==> src/rtl/reaction_timer_pkg.sv <==
// Shared definitions for the random interval timer: FSM state encoding and LFSR constants.
package reaction_timer_pkg;

    typedef enum logic {
        IDLE  = 1'b0,
        COUNT = 1'b1
    } state_t;

    localparam int          LFSR_W    = 32;
    localparam logic [31:0] LFSR_TAPS = 32'h8020_0003;

endpackage

==> src/rtl/lfsr_galois.sv <==
// Right-shifting Galois LFSR that advances every cycle; an optional mix word is XORed into
// the next state when mix_en_i is high, with a zero result replaced by 1.
module lfsr_galois #(
    parameter int               WIDTH = 32,
    parameter logic [WIDTH-1:0] TAPS  = '1,
    parameter logic [WIDTH-1:0] SEED  = WIDTH'(1)
) (
    input  logic             clk_i,
    input  logic             reset_i,
    input  logic             mix_en_i,
    input  logic [WIDTH-1:0] mix_i,
    output logic [WIDTH-1:0] lfsr_o
);

    // A zero seed would lock the register at zero forever.
    localparam logic [WIDTH-1:0] RESET_VALUE = (SEED == '0) ? WIDTH'(1) : SEED;

    logic [WIDTH-1:0] lfsr_q;
    logic [WIDTH-1:0] step;
    logic [WIDTH-1:0] lfsr_d;

    // NOTE: every variable written here gets a default first, so no path leaves it unassigned
    // and no latch is inferred.
    always_comb begin
        step   = (lfsr_q >> 1) ^ (lfsr_q[0] ? TAPS : '0);
        lfsr_d = step;
        if (mix_en_i) begin
            lfsr_d = step ^ mix_i;
            if (lfsr_d == '0) begin
                lfsr_d = WIDTH'(1);
            end
        end
    end

    // NOTE: state registers use non-blocking assignments so every flop samples pre-edge values.
    always_ff @(posedge clk_i) begin
        if (reset_i) begin
            lfsr_q <= RESET_VALUE;
        end else begin
            lfsr_q <= lfsr_d;
        end
    end

    assign lfsr_o = lfsr_q;

endmodule

==> src/rtl/random_interval_timer.sv <==
// Timer that counts down a pseudo-random interval D = MIN_DELAY + LFSR low bits after start_i.
// Build macro RANDOM_INTERVAL_TIMER_SEED_MIX_EN mixes a free-running cycle count into the LFSR on start.
module random_interval_timer
    import reaction_timer_pkg::*;
#(
    parameter int          WIDTH      = 30,
    parameter int          RANGE_BITS = 24,
    parameter int          MIN_DELAY  = 0,
    parameter logic [31:0] SEED       = 32'h1
) (
    input  logic             clk_i,
    input  logic             reset_i,
    input  logic             start_i,
    input  logic             abort_i,
    output logic             busy_o,
    output logic             done_o,
    output logic [WIDTH-1:0] delay_o,
    output logic [WIDTH-1:0] remaining_o
);

    localparam longint unsigned MAX_DELAY =
        longint'(MIN_DELAY) + (64'd1 << RANGE_BITS) - 64'd1;

    if (RANGE_BITS < 1 || RANGE_BITS > 32 || RANGE_BITS > WIDTH) begin : g_bad_range_bits
        $error("RANGE_BITS must lie in 1..min(WIDTH,32)");
    end
    if (MIN_DELAY < 0 || (WIDTH < 64 && (MAX_DELAY >> WIDTH) != 64'd0)) begin : g_bad_delay
        $error("MIN_DELAY + 2**RANGE_BITS - 1 does not fit in WIDTH bits");
    end

    state_t              state_q;
    logic [WIDTH-1:0]    count_q;
    logic [WIDTH-1:0]    delay_q;
    logic                done_q;
    logic [LFSR_W-1:0]   lfsr;
    logic [WIDTH-1:0]    delay_next;
    logic                start_accept;
    logic                mix_en;
    logic [LFSR_W-1:0]   mix;

    assign start_accept = (state_q == IDLE) && start_i;
    assign delay_next   = WIDTH'(MIN_DELAY) + WIDTH'(lfsr[RANGE_BITS-1:0]);

`ifdef RANDOM_INTERVAL_TIMER_SEED_MIX_EN
    logic [LFSR_W-1:0] cycle_q;

    always_ff @(posedge clk_i) begin
        if (reset_i) begin
            cycle_q <= '0;
        end else begin
            cycle_q <= cycle_q + LFSR_W'(1);
        end
    end

    assign mix_en = start_accept;
    assign mix    = cycle_q;
`else
    assign mix_en = 1'b0;
    assign mix    = '0;
`endif

    lfsr_galois #(
        .WIDTH (LFSR_W),
        .TAPS  (LFSR_TAPS),
        .SEED  (SEED)
    ) u_lfsr (
        .clk_i    (clk_i),
        .reset_i  (reset_i),
        .mix_en_i (mix_en),
        .mix_i    (mix),
        .lfsr_o   (lfsr)
    );

    // Abort wins over expiry; start_i is only looked at in IDLE, which includes the done cycle.
    always_ff @(posedge clk_i) begin
        if (reset_i) begin
            state_q <= IDLE;
            count_q <= '0;
            delay_q <= '0;
            done_q  <= 1'b0;
        end else begin
            done_q <= 1'b0;
            case (state_q)
                IDLE: begin
                    if (start_i) begin
                        delay_q <= delay_next;
                        count_q <= delay_next;
                        state_q <= COUNT;
                    end
                end
                COUNT: begin
                    if (abort_i) begin
                        count_q <= '0;
                        state_q <= IDLE;
                    end else if (count_q == '0) begin
                        done_q  <= 1'b1;
                        state_q <= IDLE;
                    end else begin
                        count_q <= count_q - WIDTH'(1);
                    end
                end
                default: begin
                    state_q <= IDLE;
                end
            endcase
        end
    end

    assign busy_o      = (state_q == COUNT);
    assign done_o      = done_q;
    assign delay_o     = delay_q;
    assign remaining_o = count_q;

    lfsr_never_zero: assert property (@(posedge clk_i) disable iff (reset_i) lfsr != '0);

endmodule

==> config.mk <==
export PLATFORM = sky130hd
export DESIGN_NAME = random_interval_timer
export DESIGN_NICKNAME = d
export VERILOG_FILES = /design/src/rtl/reaction_timer_pkg.sv /design/src/rtl/lfsr_galois.sv /design/src/rtl/random_interval_timer.sv
export SDC_FILE = /design/constraint.sdc
export NUM_CORES = 1
export LEC_CHECK = 0
export ABC_AREA = 1
export BUFFER_PORTS_ARGS = -buffer_cell sky130_fd_sc_hd__buf_2
export CAP_MARGIN = 20
export CORE_ASPECT_RATIO = 1.75
export CORE_MARGIN = 3
export CORE_UTILIZATION = 50
export DETAILED_ROUTE_END_ITERATION = 10
export PLACE_DENSITY = 0.72
export SLEW_MARGIN = 20
export SYNTH_ARGS = -nofsm -noshare
export SYNTH_HDL_FRONTEND = slang
export SYNTH_SLANG_ARGS = --single-unit
==> constraint.sdc <==
create_clock -name clk_i -period 3.8 [get_ports clk_i]
set_clock_uncertainty 0.2 [all_clocks]
set_input_delay 0.76 -clock clk_i [delete_from_list [all_inputs] [get_ports clk_i]]
set_output_delay 0.76 -clock clk_i [all_outputs]
set_load 0.02 [all_outputs]
==> flow_metrics.env <==
export IMPL_hold_viol=0
export IMPL_hold_path_class="register to register"
export IMPL_die_w_um=74.6
export IMPL_std_cell_rows=43
export IMPL_crit_chain="inv_1 > nor2_4 > nand3b_4 > nand2_4 > nand2_1 > nand2_1 > nand2_1 > inv_1"
export IMPL_whs_ns=0.205
export IMPL_pre_cts_ws_ns=1.12
export IMPL_final_layout_size_suffix_gt1_frac=0.129
export IMPL_syn_avg_cell_area_um2=6.55
export IMPL_synth_async_reset_ratio=0
export IMPL_drt_iter0_drc=222
export IMPL_synth_compound_area_share=0.0799
export IMPL_synth_area_leader_cell="dfxtp_1"
export IMPL_htree_levels=3
export IMPL_drc=0
export IMPL_worstSkewPairLatency_ns=0.34
export IMPL_status="finished, final reports clean"
export IMPL_timing_final_crit_share=0.726
export IMPL_synth_xor_area_frac=0.00638
export IMPL_synth_distinct_cells=29
export IMPL_rr_worst_depth=8
export IMPL_p_per_area_nw_per_um2=506
export IMPL_slowest_delay_ns=0.66
export IMPL_relSlewSlack=0.553
export IMPL_synth_adder_area_share=0.00304
export IMPL_cts_buffers=9
export IMPL_startpoint="busy_o$_SDFF_PP0_"
export IMPL_num_vias=4064
export IMPL_grt_max_degree=47
export IMPL_grt_total_usage=0.241
export IMPL_synthMostInstantiatedCell="nand2_1"
export IMPL_met3_usage=0.0471
export IMPL_die_area_um2=9410
export IMPL_total_power_w=0.00239
export IMPL_crit_fanout=41
export IMPL_worst_pin_slew_ns=0.669
export IMPL_via_per_inst=5.26
export IMPL_setup_viol=0
export IMPL_ir_drop_v=0.000381
export IMPL_crit_reg2reg_launch="busy_o$_SDFF_PP0_"
export IMPL_antenna_left=0
export IMPL_fmax_ghz=0.363
export IMPL_syn2layout_area_growth_pct=14.8
export IMPL_finalSetupTns_ns=0
export IMPL_cts_tree="built"
export IMPL_fin_crit_ns=2.76
export IMPL_ys_seq_area_frac=0.428
export IMPL_grt_first_pass_wirelength_um=17600
export IMPL_postLayoutCoreUtil=0.594
export IMPL_ys_ff_latch=88
export IMPL_endpoint_kind="register"
export IMPL_critPathSlowestCell="dfxtp_1"
export IMPL_fill_cells=775
export IMPL_antenna_found_initial=0
export IMPL_num_antenna_cells=0
export IMPL_synth_top_family_by_area="simple AND/OR/NAND/NOR gates"
export IMPL_syn_area_um2=4120
export IMPL_synth_edff_count=0
export IMPL_cp_required_ns=3.89
export IMPL_overflow=0
export IMPL_post_cts_buffers=0
export IMPL_routed_wl_um=10900
export IMPL_synthFlopType="dfxtp_1"
export IMPL_yosysTopAreaCellShare=0.428
export IMPL_coreArea_um2=7960
export IMPL_maxCapViolations=0
export IMPL_cts_hold_buf=0
export IMPL_syn_inst=629
export IMPL_muxShareOfSynthArea=0
export IMPL_place_congestion=0.927
export IMPL_cts_sinks=88
export IMPL_yosys_top_cells_area="dfxtp_1, nand2_1, nor2_1"
export IMPL_cts_root_buf="clkbuf_16"
export IMPL_hold_path_cell_count=2
export IMPL_synthTopCellsByCount="nand2_1, nor2_1, dfxtp_1"
export IMPL_worstSetupPathType="register to register"
export IMPL_busiest_layer="met2"
export IMPL_worst_slack_ns=1.04
export IMPL_clk_path_buf_depth=2
export IMPL_finalNetCount=683
export IMPL_use_met1=0.282
export IMPL_grt_pass1_vias=3732
export IMPL_start_util=0.517
export IMPL_synth_yosys_warnings=0
export IMPL_firstDrtPassIters=7
export IMPL_port_buffer_count=59
export IMPL_die_h_um=126
export IMPL_clkTransAtPathRegs_ns=0.07
export IMPL_min_delay_start="u_lfsr.lfsr_o[28]$_SDFF_PP0_"
export IMPL_start_kind="register"
export IMPL_synth_simple_area_share=0.375
export IMPL_p_leak_nw=2.30
export IMPL_crit_top_cell="nand2_1"
export IMPL_arrival_ns=2.85
export IMPL_ios=66
export IMPL_post_dp_hpwl_um=7910
export IMPL_rsz0062_at_grt="false"
export IMPL_met2_usage=0.408
export IMPL_ctsResizeCount=0
export IMPL_wl_per_cell_um=14.2
export IMPL_final_max_slew_viol_count=0
==> critical path: cells and delay by family (launching register included) <==
family | cells | cell delay, ns
buffers and inverters | 2 | 0.41
flip-flops | 1 | 0.66
AND/OR/NAND/NOR | 6 | 1.44
==> path summary, 6_finish.rpt <==
check	endpoint	slack, ns
setup reg to reg	remaining_o[24]$_SDFFE_PP0P_	1.04
hold reg to reg	u_lfsr.lfsr_o[27]$_SDFF_PP0_	0.21
setup / recovery	remaining_o[24]$_SDFFE_PP0P_	1.04
hold / removal	u_lfsr.lfsr_o[27]$_SDFF_PP0_	0.21
==> report_power, final <==
group / leakage [nW] / switching [W] / internal (W) / total, W
clock network: 0.158 / 0.000377 / 0.000584 / 0.000961
registers: 0.716 / 0.0000395 / 0.000956 / 0.000995
logic: 1.43 / 0.000314 / 0.000122 / 0.000436
==> sequential cells by signal, summed over array words and instances (netlist names) <==
signal         cells
delay_o           24
u_lfsr.lfsr_o     32
remaining_o       30
busy_o             1
done_o             1
==> cell usage in the layout, fill, tap and decap left out, drive strengths merged <==
master / netlist / final
dfxtp: 88 / 88
a211oi: 4 / 4
nand4: 7 / 7
buf: 19 / 62
nand2: 170 / 170
inv: 73 / 76
nand3b: 1 / 1
o21ai: 41 / 41
conb: 1 / 6
a32oi: 1 / 1
nand3: 58 / 58
xnor2: 2 / 2
o22ai: 2 / 2
nor2: 134 / 134
bufinv: 0 / 2
a21oi: 10 / 10
ha: 1 / 1
clkinvlp: 0 / 1
o21bai: 2 / 2
nor3: 2 / 2
xor2: 1 / 1
clkinv: 0 / 1
and2: 1 / 1
clkbuf: 10 / 9
a22oi: 1 / 1
==> cell type report <==
class,instances,area [um2],area share
multi-input cells,444,1940,0.410
flip-flops and latches,88,1760,0.372
repair buffers,62,318,0.0672
inverters,73,274,0.0579
clock buffers,9,225,0.0476
well taps,90,113,0.0238
clock inverters,7,101,0.0214
==> kinds of logic after synthesis <==
| logic type | after synthesis |
|---|---|
| flip-flops | 88 |
| AO/OA/AOI/OAI | 61 |
| AND/OR/NAND/NOR | 373 |
| adder cells (fa/ha/maj) | 1 |
| other | 1 |
| XOR/XNOR | 3 |
| buffers and inverters | 102 |
==> through the flow <==
step / cell area (um2) / instances
3_5_place_dp: 4400 / 757
3_3_place_gp: 4400 / 757
4_1_cts: 4730 / 773
6_report: 4730 / 773
5_1_grt: 4730 / 773
2_1_floorplan: 4140 / 634
==> layer usage <==
layer,share of wire,vias to the layer above
li1,-,2050
met1,0.39,1831
met2,0.51,152
met3,0.054,31
met4,0.044,0
met5,0,-
No activity file was read; power rests on OpenSTA's default activity.
